<file path="config.mk">
export PLATFORM = sky130hd
export DESIGN_NAME = regfile_mp_flat
export DESIGN_NICKNAME = d
export VERILOG_FILES = /design/src/rtl/regfile_pkg.sv /design/src/rtl/regfile_mp_if.sv /design/src/rtl/rf_scoreboard.sv /design/src/rtl/regfile_mp.sv /design/src/flat_wrapper.sv
export SDC_FILE = /design/constraint.sdc
export NUM_CORES = 2
export LEC_CHECK = 0
export ABC_AREA = 0
export CAP_MARGIN = 0
export CORE_MARGIN = 5
export CORE_UTILIZATION = 55
export DETAILED_ROUTE_END_ITERATION = 8
export PLACE_DENSITY = 0.73
export RECOVER_POWER = 100
export SYNTH_ARGS = -nofsm -noshare
export SYNTH_HDL_FRONTEND = slang
export SYNTH_HIERARCHICAL = 1
export SYNTH_SLANG_ARGS = --single-unit
export TNS_END_PERCENT = 5
</file>
<file path="constraint.sdc">
create_clock -name clk -period 48.4 [get_ports clk]
set_input_delay 9.68 -clock clk [delete_from_list [all_inputs] [get_ports clk]]
set_output_delay 9.68 -clock clk [all_outputs]
set_load 0.01 [all_outputs]
</file>
<file path="src/rtl/regfile_pkg.sv">
// regfile_pkg
//   Shared constants for the multi-port register file.
//   ADDR_WIDTH_DEF / DATA_WIDTH_DEF : default parameter values
//   ZERO_REG                        : hardwired-zero register index
//   A0_REG                          : index of a0, exported continuously
package regfile_pkg;
    localparam int ADDR_WIDTH_DEF = 5;
    localparam int DATA_WIDTH_DEF = 32;
    localparam int ZERO_REG       = 0;
    localparam int A0_REG         = 10;
endpackage

</file>
<file path="src/rtl/regfile_mp_if.sv">
// regfile_mp_if
//   Bus bundle for regfile_mp: read ports, write port, reserve port and
//   scoreboard / a0 observation outputs.
//   master : the client (decode/testbench) driving addresses and writes
//   slave  : the register file
interface regfile_mp_if
    import regfile_pkg::*;
#(
    parameter int ADDR_WIDTH   = ADDR_WIDTH_DEF,
    parameter int DATA_WIDTH   = DATA_WIDTH_DEF,
    parameter int NUM_RD_PORTS = 2
) ();
    logic [NUM_RD_PORTS*ADDR_WIDTH-1:0] rd_addr;
    logic [NUM_RD_PORTS*DATA_WIDTH-1:0] rd_data;
    logic [NUM_RD_PORTS-1:0]            rd_busy;
    logic                               we;
    logic [ADDR_WIDTH-1:0]              wr_addr;
    logic [DATA_WIDTH-1:0]              wr_data;
    logic                               rsv_en;
    logic [ADDR_WIDTH-1:0]              rsv_addr;
    logic [2**ADDR_WIDTH-1:0]           busy_vec;
    logic [ADDR_WIDTH:0]                pending_cnt;
    logic [DATA_WIDTH-1:0]              a0;

    modport master (
        output rd_addr, we, wr_addr, wr_data, rsv_en, rsv_addr,
        input  rd_data, rd_busy, busy_vec, pending_cnt, a0
    );

    modport slave (
        input  rd_addr, we, wr_addr, wr_data, rsv_en, rsv_addr,
        output rd_data, rd_busy, busy_vec, pending_cnt, a0
    );
endinterface

</file>
<file path="src/rtl/rf_scoreboard.sv">
// rf_scoreboard
//   Pending-write scoreboard: one busy bit per register plus a registered
//   count of set bits, maintained incrementally.
//   clk, rst     : clock, asynchronous active-high reset
//   set_en/addr  : reserve request (register marked pending)
//   clr_en/addr  : write request (pending mark cleared)
//   busy_vec     : full scoreboard, bit 0 always 0
//   pending_cnt  : popcount of busy_vec
module rf_scoreboard
    import regfile_pkg::*;
#(
    parameter int ADDR_WIDTH = ADDR_WIDTH_DEF
) (
    input  logic                     clk,
    input  logic                     rst,
    input  logic                     set_en,
    input  logic [ADDR_WIDTH-1:0]    set_addr,
    input  logic                     clr_en,
    input  logic [ADDR_WIDTH-1:0]    clr_addr,
    output logic [2**ADDR_WIDTH-1:0] busy_vec,
    output logic [ADDR_WIDTH:0]      pending_cnt
);
    localparam logic [ADDR_WIDTH-1:0] ZERO_IDX = ADDR_WIDTH'(ZERO_REG);

    logic [2**ADDR_WIDTH-1:0] busy_q, busy_d;
    logic [ADDR_WIDTH:0]      cnt_q, cnt_d;
    logic                     set_ok, clr_ok, inc, dec;

    always_comb begin
        set_ok = set_en && (set_addr != ZERO_IDX);
        clr_ok = clr_en && (clr_addr != ZERO_IDX);
        // Count moves only on real bit transitions; a same-address
        // write+reserve leaves the bit set, so it is not a decrement.
        inc    = set_ok && !busy_q[set_addr];
        dec    = clr_ok && busy_q[clr_addr] && !(set_ok && (set_addr == clr_addr));

        busy_d = busy_q;
        if (clr_ok) busy_d[clr_addr] = 1'b0;
        // Applied after the clear so a new producer wins over the write.
        if (set_ok) busy_d[set_addr] = 1'b1;

        cnt_d = cnt_q;
        if (inc && !dec)      cnt_d = cnt_q + (ADDR_WIDTH+1)'(1);
        else if (dec && !inc) cnt_d = cnt_q - (ADDR_WIDTH+1)'(1);
    end

    always_ff @(posedge clk or posedge rst) begin
        if (rst) begin
            busy_q <= '0;
            cnt_q  <= '0;
        end else begin
            busy_q <= busy_d;
            cnt_q  <= cnt_d;
        end
    end

    assign busy_vec    = busy_q;
    assign pending_cnt = cnt_q;
endmodule

</file>
<file path="src/rtl/regfile_mp.sv">
// regfile_mp
//   Multi-read-port register file with pending-write scoreboard.
//   clk  : clock, rising edge
//   rst  : asynchronous active-high reset
//   bus  : regfile_mp_if.slave -- NUM_RD_PORTS combinational read ports
//          (rd_addr/rd_data/rd_busy), synchronous write port
//          (we/wr_addr/wr_data), reserve port (rsv_en/rsv_addr),
//          busy_vec, pending_cnt and a0 (register 10).
//   Optional feature: define REGFILE_BYPASS_EN to forward the in-flight
//   write data onto matching read ports and a0 in the same cycle.
module regfile_mp
    import regfile_pkg::*;
#(
    parameter int ADDR_WIDTH   = ADDR_WIDTH_DEF,
    parameter int DATA_WIDTH   = DATA_WIDTH_DEF,
    parameter int NUM_RD_PORTS = 2
) (
    input  logic         clk,
    input  logic         rst,
    regfile_mp_if.slave  bus
);
    localparam int                    DEPTH    = 2**ADDR_WIDTH;
    localparam logic [ADDR_WIDTH-1:0] ZERO_IDX = ADDR_WIDTH'(ZERO_REG);
    localparam logic [ADDR_WIDTH-1:0] A0_IDX   = ADDR_WIDTH'(A0_REG);

    logic [DATA_WIDTH-1:0] regs_q [DEPTH];
    logic [DATA_WIDTH-1:0] regs_d [DEPTH];
    logic [DEPTH-1:0]      busy_w;
    logic                  wr_hit;

    assign wr_hit = bus.we && (bus.wr_addr != ZERO_IDX);

    // Register 0 is never written, so it stays at its reset value of 0.
    always_comb begin
        regs_d = regs_q;
        if (wr_hit) regs_d[bus.wr_addr] = bus.wr_data;
    end

    always_ff @(posedge clk or posedge rst) begin
        if (rst) regs_q <= '{default: '0};
        else     regs_q <= regs_d;
    end

    rf_scoreboard #(
        .ADDR_WIDTH (ADDR_WIDTH)
    ) u_scoreboard (
        .clk         (clk),
        .rst         (rst),
        .set_en      (bus.rsv_en),
        .set_addr    (bus.rsv_addr),
        .clr_en      (bus.we),
        .clr_addr    (bus.wr_addr),
        .busy_vec    (busy_w),
        .pending_cnt (bus.pending_cnt)
    );

    assign bus.busy_vec = busy_w;

`ifdef REGFILE_BYPASS_EN
    logic rsv_same;
    // A forwarded port still reports busy if a new producer reserves the
    // same register in this cycle.
    assign rsv_same = bus.rsv_en && (bus.rsv_addr == bus.wr_addr);
`endif

    genvar gi;
    generate
        for (gi = 0; gi < NUM_RD_PORTS; gi++) begin : g_rd
            logic [ADDR_WIDTH-1:0] addr;
            assign addr = bus.rd_addr[gi*ADDR_WIDTH +: ADDR_WIDTH];
`ifdef REGFILE_BYPASS_EN
            logic fwd;
            assign fwd = wr_hit && (bus.wr_addr == addr);
            assign bus.rd_data[gi*DATA_WIDTH +: DATA_WIDTH] = fwd ? bus.wr_data : regs_q[addr];
            assign bus.rd_busy[gi] = fwd ? rsv_same : busy_w[addr];
`else
            assign bus.rd_data[gi*DATA_WIDTH +: DATA_WIDTH] = regs_q[addr];
            assign bus.rd_busy[gi] = busy_w[addr];
`endif
        end
    endgenerate

`ifdef REGFILE_BYPASS_EN
    assign bus.a0 = (wr_hit && (bus.wr_addr == A0_IDX)) ? bus.wr_data : regs_q[A0_IDX];
`else
    assign bus.a0 = regs_q[A0_IDX];
`endif
endmodule

</file>
<file path="src/flat_wrapper.sv">
// flat-port wrapper written by rule: the top's interface ports become plain ports
module regfile_mp_flat import regfile_pkg::*;
#(
    parameter int ADDR_WIDTH   = ADDR_WIDTH_DEF,
    parameter int DATA_WIDTH   = DATA_WIDTH_DEF,
    parameter int NUM_RD_PORTS = 2
)
  (clk, rst, bus_rd_addr, bus_we, bus_wr_addr, bus_wr_data, bus_rsv_en, bus_rsv_addr, bus_rd_data, bus_rd_busy, bus_busy_vec, bus_pending_cnt, bus_a0);
  regfile_mp_if #(.ADDR_WIDTH(ADDR_WIDTH), .DATA_WIDTH(DATA_WIDTH), .NUM_RD_PORTS(NUM_RD_PORTS)) bus_i ();
  input  logic clk;
  input  logic rst;
  input wire logic [$bits(bus_i.rd_addr)-1:0] bus_rd_addr;
  input wire logic [$bits(bus_i.we)-1:0] bus_we;
  input wire logic [$bits(bus_i.wr_addr)-1:0] bus_wr_addr;
  input wire logic [$bits(bus_i.wr_data)-1:0] bus_wr_data;
  input wire logic [$bits(bus_i.rsv_en)-1:0] bus_rsv_en;
  input wire logic [$bits(bus_i.rsv_addr)-1:0] bus_rsv_addr;
  output wire logic [$bits(bus_i.rd_data)-1:0] bus_rd_data;
  output wire logic [$bits(bus_i.rd_busy)-1:0] bus_rd_busy;
  output wire logic [$bits(bus_i.busy_vec)-1:0] bus_busy_vec;
  output wire logic [$bits(bus_i.pending_cnt)-1:0] bus_pending_cnt;
  output wire logic [$bits(bus_i.a0)-1:0] bus_a0;
  assign bus_i.rd_addr = bus_rd_addr;
  assign bus_i.we = bus_we;
  assign bus_i.wr_addr = bus_wr_addr;
  assign bus_i.wr_data = bus_wr_data;
  assign bus_i.rsv_en = bus_rsv_en;
  assign bus_i.rsv_addr = bus_rsv_addr;
  assign bus_rd_data = bus_i.rd_data;
  assign bus_rd_busy = bus_i.rd_busy;
  assign bus_busy_vec = bus_i.busy_vec;
  assign bus_pending_cnt = bus_i.pending_cnt;
  assign bus_a0 = bus_i.a0;
  regfile_mp #(.ADDR_WIDTH(ADDR_WIDTH), .DATA_WIDTH(DATA_WIDTH), .NUM_RD_PORTS(NUM_RD_PORTS)) u_core (.clk(clk), .rst(rst), .bus(bus_i));
endmodule
</file>
# After elaboration in Yosys (flattened, before gate mapping)
# Index checks and enable logic that the tools add are counted.
# Widths: inputs -> output; s select.
[totals] ff_bits=1062 in_bits=56 elab_cells=96
[op_classes] add_sub_neg=2 magnitude_cmp=10 n_eq_ne=1 muxes=25 n_bitwise=6 reduce_logical=18
[op_table] op="$bwmux 1024" n=1
[op_table] op="$bmux 32 s5" n=2
[op_table] op="$mux 32" n=7
[op_table] op="$demux 32 s5" n=1
[op_table] op="$and 32x32->32" n=1
[op_table] op="$not 32->32" n=1
[op_table] op="$or 32x32->32" n=1
[op_table] op="$lt 5x6->1 const B" n=4
[op_table] op="$bmux 1 s5" n=4
[op_table] op="$ge 6x6->1 const B" n=3
[op_table] op="$not 5->6" n=3
[op_table] op="$mux 6" n=2
[op_table] op="$logic_and 1x1->1" n=11
[op_table] op="$demux 1 s5" n=2
[op_table] op="$ge 5x1->1 const B" n=2
[op_table] op="$reduce_bool 5->1" n=2
[op_table] op="$add 6x1->6 const B" n=1
[op_table] op="$lt 6x1->1 const B" n=1
[op_table] op="$mux 1" n=6
[op_table] op="$sub 6x1->6 const B" n=1
[op_table] op="$eq 5x5->1" n=1
[op_table] op="$logic_not 1->1" n=4
[op_table] op="$reduce_bool 2->1" n=1

# Depth between registers and ports, before layout
[logic_depth] depth_word=9 depth_mapped=13 ltp_nobuf=11

# Hierarchy
# Netlist, hierarchy kept.
[modules_own_cells] module="regfile_mp" n_inst=1 cells_per_inst=4712 area_each_um2=56764.4 seq_area_each_um2=25624.6
[modules_own_cells] module="rf_scoreboard" n_inst=1 cells_per_inst=250 area_each_um2=2479.9 seq_area_each_um2=950.9

# Worst setup path before layout
# OpenSTA, ideal clock, no wires.
[synth_timing] path_type="input to output" from="in bus_rd_addr[1]" to="out bus_rd_data[10]" t_arrival_ns=10.865 setup_slack_ns=27.855 stages=8 path_buffers=4 cell_sequence="buf_2 > buf_4 > buf_4 > buf_4 > mux2i_1 > a22oi_1 > a31oi_1 > nand3_1"
[synth_via] elab_chain_len=4
[synth_rtl] element="start, declared" line_no="flat_wrapper.sv:12" text="input wire logic [$bits(bus_i.rd_addr)-1:0] bus_rd_addr;"
[synth_rtl] element="$not 5->6 (not written as such)" line_no="regfile_mp.sv:77" text="assign bus.rd_data[gi*DATA_WIDTH +: DATA_WIDTH] = regs_q[addr];"
[synth_rtl] element="$bmux 32 s5" line_no="regfile_mp.sv:77"
[synth_rtl] element="$mux 32 (not written as such) (2 in a row)" line_no="regfile_mp.sv:77"
[synth_rtl] element="end, declared" line_no="flat_wrapper.sv:18" text="output wire logic [$bits(bus_i.rd_data)-1:0] bus_rd_data;"
# No other way between the ends. The select of a mux whose other input is x is not followed.

# Final worst setup path
[layout_timing] from="in bus_rd_addr[6]" to="out bus_rd_data[33]"
# Same word-level chain as after synthesis.

==> results.cfg <==
[grt]
grt_pass1_wl_um = 274000
grt_start_max_net_pins = 152
grt_pass1_vias = 42778
use_met3 = 0.0648
grtUsageMet1 = 0.439
grt-ovfl-total = 0
busiest_layer = met2
grt.total_usage = 0.309
grt_antenna_before_repair = 7
grt_use_met2 = 0.473

[floorplanning]
row_count = 120
core-area_um2 = 107000
fp.dieW_um = 338
chipHeight_um = 338
initial_utilization = 0.553
ios = 192
die-area_um2 = 114000

[sta]
setup_tns_ps = 0
finalSetupViolations = 0
slew_headroom = -4.25
max_freq_mhz = 27.5
maxSlewViolCount = 3008
rsz0062_at_grt = false
period_share = 0.751
finClkSkew_ps = 7.95
tightest_slew_ps = 7880
fin_crit_ps = 36340
setup_ws_ps = 12060
finalHoldViolations = 0

[worst_setup_path]
path_max_fanout = 99
critical-path-max-stage-delay_ps = 5170
worstSetupPathDepth = 10
crit_family = buffers and inverters
critical_path.cell_chain = clkbuf_1 -> clkbuf_1 -> clkbuf_1 -> clkbuf_1 -> buf_4 -> mux2i_1 -> a22oi_1 -> a31oi_1 -> nand3_1 -> dlygate4sd3_1
path_buf_inv = 6
slowest_stage = clkbuf_1
critPathMostFrequentCell = clkbuf_1
critPathRequiredTime_ps = 38720
r2r.worst_path.cells = 11
critPathKind = primary input to output port
worstSetupStartpointType = primary input
cp-end-kind = output port
crit_arrival_ps = 26660

[finish]
drive_above_1_share = 0.243
final_cell_mix = 1065 x mux2i_1, 1062 x dfrtp_1, 959 x mux2_2
regArea_um2 = 26600
nets = 4864
fillers = 8600
multi_input_area_um2 = 29700
finish.utilization = 0.600
mostFrequentLayoutCell = mux2i_1
area_growth_syn_to_layout_pct = 8.51

[synthesis]
async_flop_share = 1.00
seq_area_frac_synth = 0.449
synth_top_cell_by_area = dfrtp_1
synth_top_area_share = 0.449
synthCells = 4962
syn_area_um2 = 59200
avgSynthCellArea_um2 = 11.9
ys_warn_count = 6
yosys-top-cells-area = dfrtp_1 45%, mux2_2 18%, mux2i_1 18%
synth_cell_types = 61
ys.flop_type = dfrtp_1
syn_nets = 5024
synth-edff-count = 0
synth_seq_cells = 1062

[outcome]
outcome = finished with violations
violations = max-capacitance violations, max-slew violations

[detailed_routing]
dr.pass1.iters = 8
antenna_left = 0
wl_um = 184000
drt_iter0_markers = 4051
num_vias = 42276
routed_via_density = 6.71
drc = 0
routedWlPerCell_um = 29.2

[place]
hpwlAfterDp_um = 96400
place.gp.congestion = 0.832
dp_slack_ps = 23150
numPortBuffers = 191

[power_and_ir_drop]
p_per_area_nw_per_um2 = 41.8
p_total_uw = 2690
leakage_uw = 0.0300
irDropWorstVdd_mv = 0.0369

[clocking]
cts_sinks = 1062
clk_latency_ps = 700
clockRootBuffer = clkbuf_16
clk_pin_slew_ps = 60
cts_setup_buffers = 0
cts_buffer_depth = 3
post_cts_resized = 0
hold_buffers = 0
cts_tree = yes
cts-htree-levels = 3
cts_buffers = 115

[flow_run]
cap_violations = 73

[min_path]
holdPathStages = 0
hp-class = register to register
==> worst paths after layout <==
| kind | startpoint | endpoint | slack [ps] |
|---|---|---|---|
| setup / recovery | bus_rd_addr[6] | bus_rd_data[33] | 12060 |
| hold / removal | u_core/regs_q[1004] | u_core/regs_q[1004] | 400 |
| setup reg to reg | u_core/u_scoreboard/busy_vec[19] | u_core/u_scoreboard/pending_cnt[5] | 44890 |
| hold reg to reg | u_core/regs_q[1004] | u_core/regs_q[1004] | 400 |
| max in group asynchronous | rst | u_core/regs_q[725] | 22420 |
| min in group asynchronous | rst | u_core/u_scoreboard/pending_cnt[1] | 10300 |
==> power breakdown <==
group	internal (uW)	leakage, uW	switching [uW]
clock network	549	0.00194	367
registers	1060	0.0136	144
logic	302	0.0144	267
total	1910	0.0300	779
==> stage by stage <==
step | cell area (um2) | std cells | hold WS [ps]
2_1_floorplan | 59200 | 4962 | 449
3_3_place_gp | 60800 | 6088 | 384
3_5_place_dp | 60800 | 6088 | 388
4_1_cts | 64700 | 6295 | 400
5_1_grt | 64300 | 6296 | 409
6_report | 64300 | 6300 | 396
==> routing by layer <==
layer | up-vias | share of wire
met4 | 2 | 0.035
met5 | - | 0.000071
met1 | 22071 | 0.44
li1 | 17944 | -
met2 | 1841 | 0.45
met3 | 418 | 0.083
==> registers in the layout, indices dropped and copies added, names as in the netlist <==
| register | count |
|---|---|
| u_core/regs_q | 992 |
| u_core/bus.a0 | 32 |
| u_core/u_scoreboard/busy_vec | 32 |
| u_core/u_scoreboard/pending_cnt | 6 |
==> kinds of logic (layout without fill, tap and decap cells) <==
family | count (synthesis) | count (layout) | share of synthesized area
AOI/OAI and AO/OA | 687 | 687 | 0.0780
xor gates and xnor gates | 9 | 9 | 0.00133
adders and majority gates | 6 | 6 | 0.00139
buffers and inverters | 543 | 473 | 0.0497
DFF | 1062 | 1062 | 0.449
muxes | 2073 | 2073 | 0.373
other | 0 | 5 | 0
and+or+nand+nor | 582 | 582 | 0.0481
==> final cells by class <==
class / count / area share
Tap cell: 1403 / 0.0273
Inverter: 6 / 0.000370
Clock inverter: 35 / 0.00814
Multi-Input combinational cell: 3357 / 0.462
Antenna cell: 5 / 0.000195
Sequential cell: 1062 / 0.413
Clock buffer: 172 / 0.0531
Timing Repair Buffer: 260 / 0.0359
==> cell usage after synthesis, types with 3 or more instances <==
master	count
buf_4	100
inv_1	5
buf_2	130
or2_2	3
nor3_1	67
a21oi_1	201
nor2_1	6
mux2i_1	1065
a22o_1	133
mux2_1	39
buf_6	48
ha_1	5
mux4_2	7
or3b_1	3
nor2_4	16
buf_1	35
nor3b_2	3
o21ai_1	10
xnor2_1	7
dfrtp_1	1062
nor2b_1	8
o21ai_0	53
nand2b_1	8
nand3b_1	12
a31oi_1	66
clkbuf_1	223
and2_1	3
nand3_1	209
mux2_2	961
a211o_1	3
a22oi_1	199
a221o_1	4
o221ai_1	4
nand2_1	229
==> worst register-to-register path: stages, from the launching register on <==
cell and delay [ps]:
dfrtp_1 460, mux4_2 500, a32oi_1 230, o2111ai_1 140, a211oi_1 230, ha_1 350
inv_1 180, ha_1 390, nand2_1 90, o21a_1 190, o311ai_0 490, xor2_1 130
No activity file was read; power rests on OpenSTA's default activity.
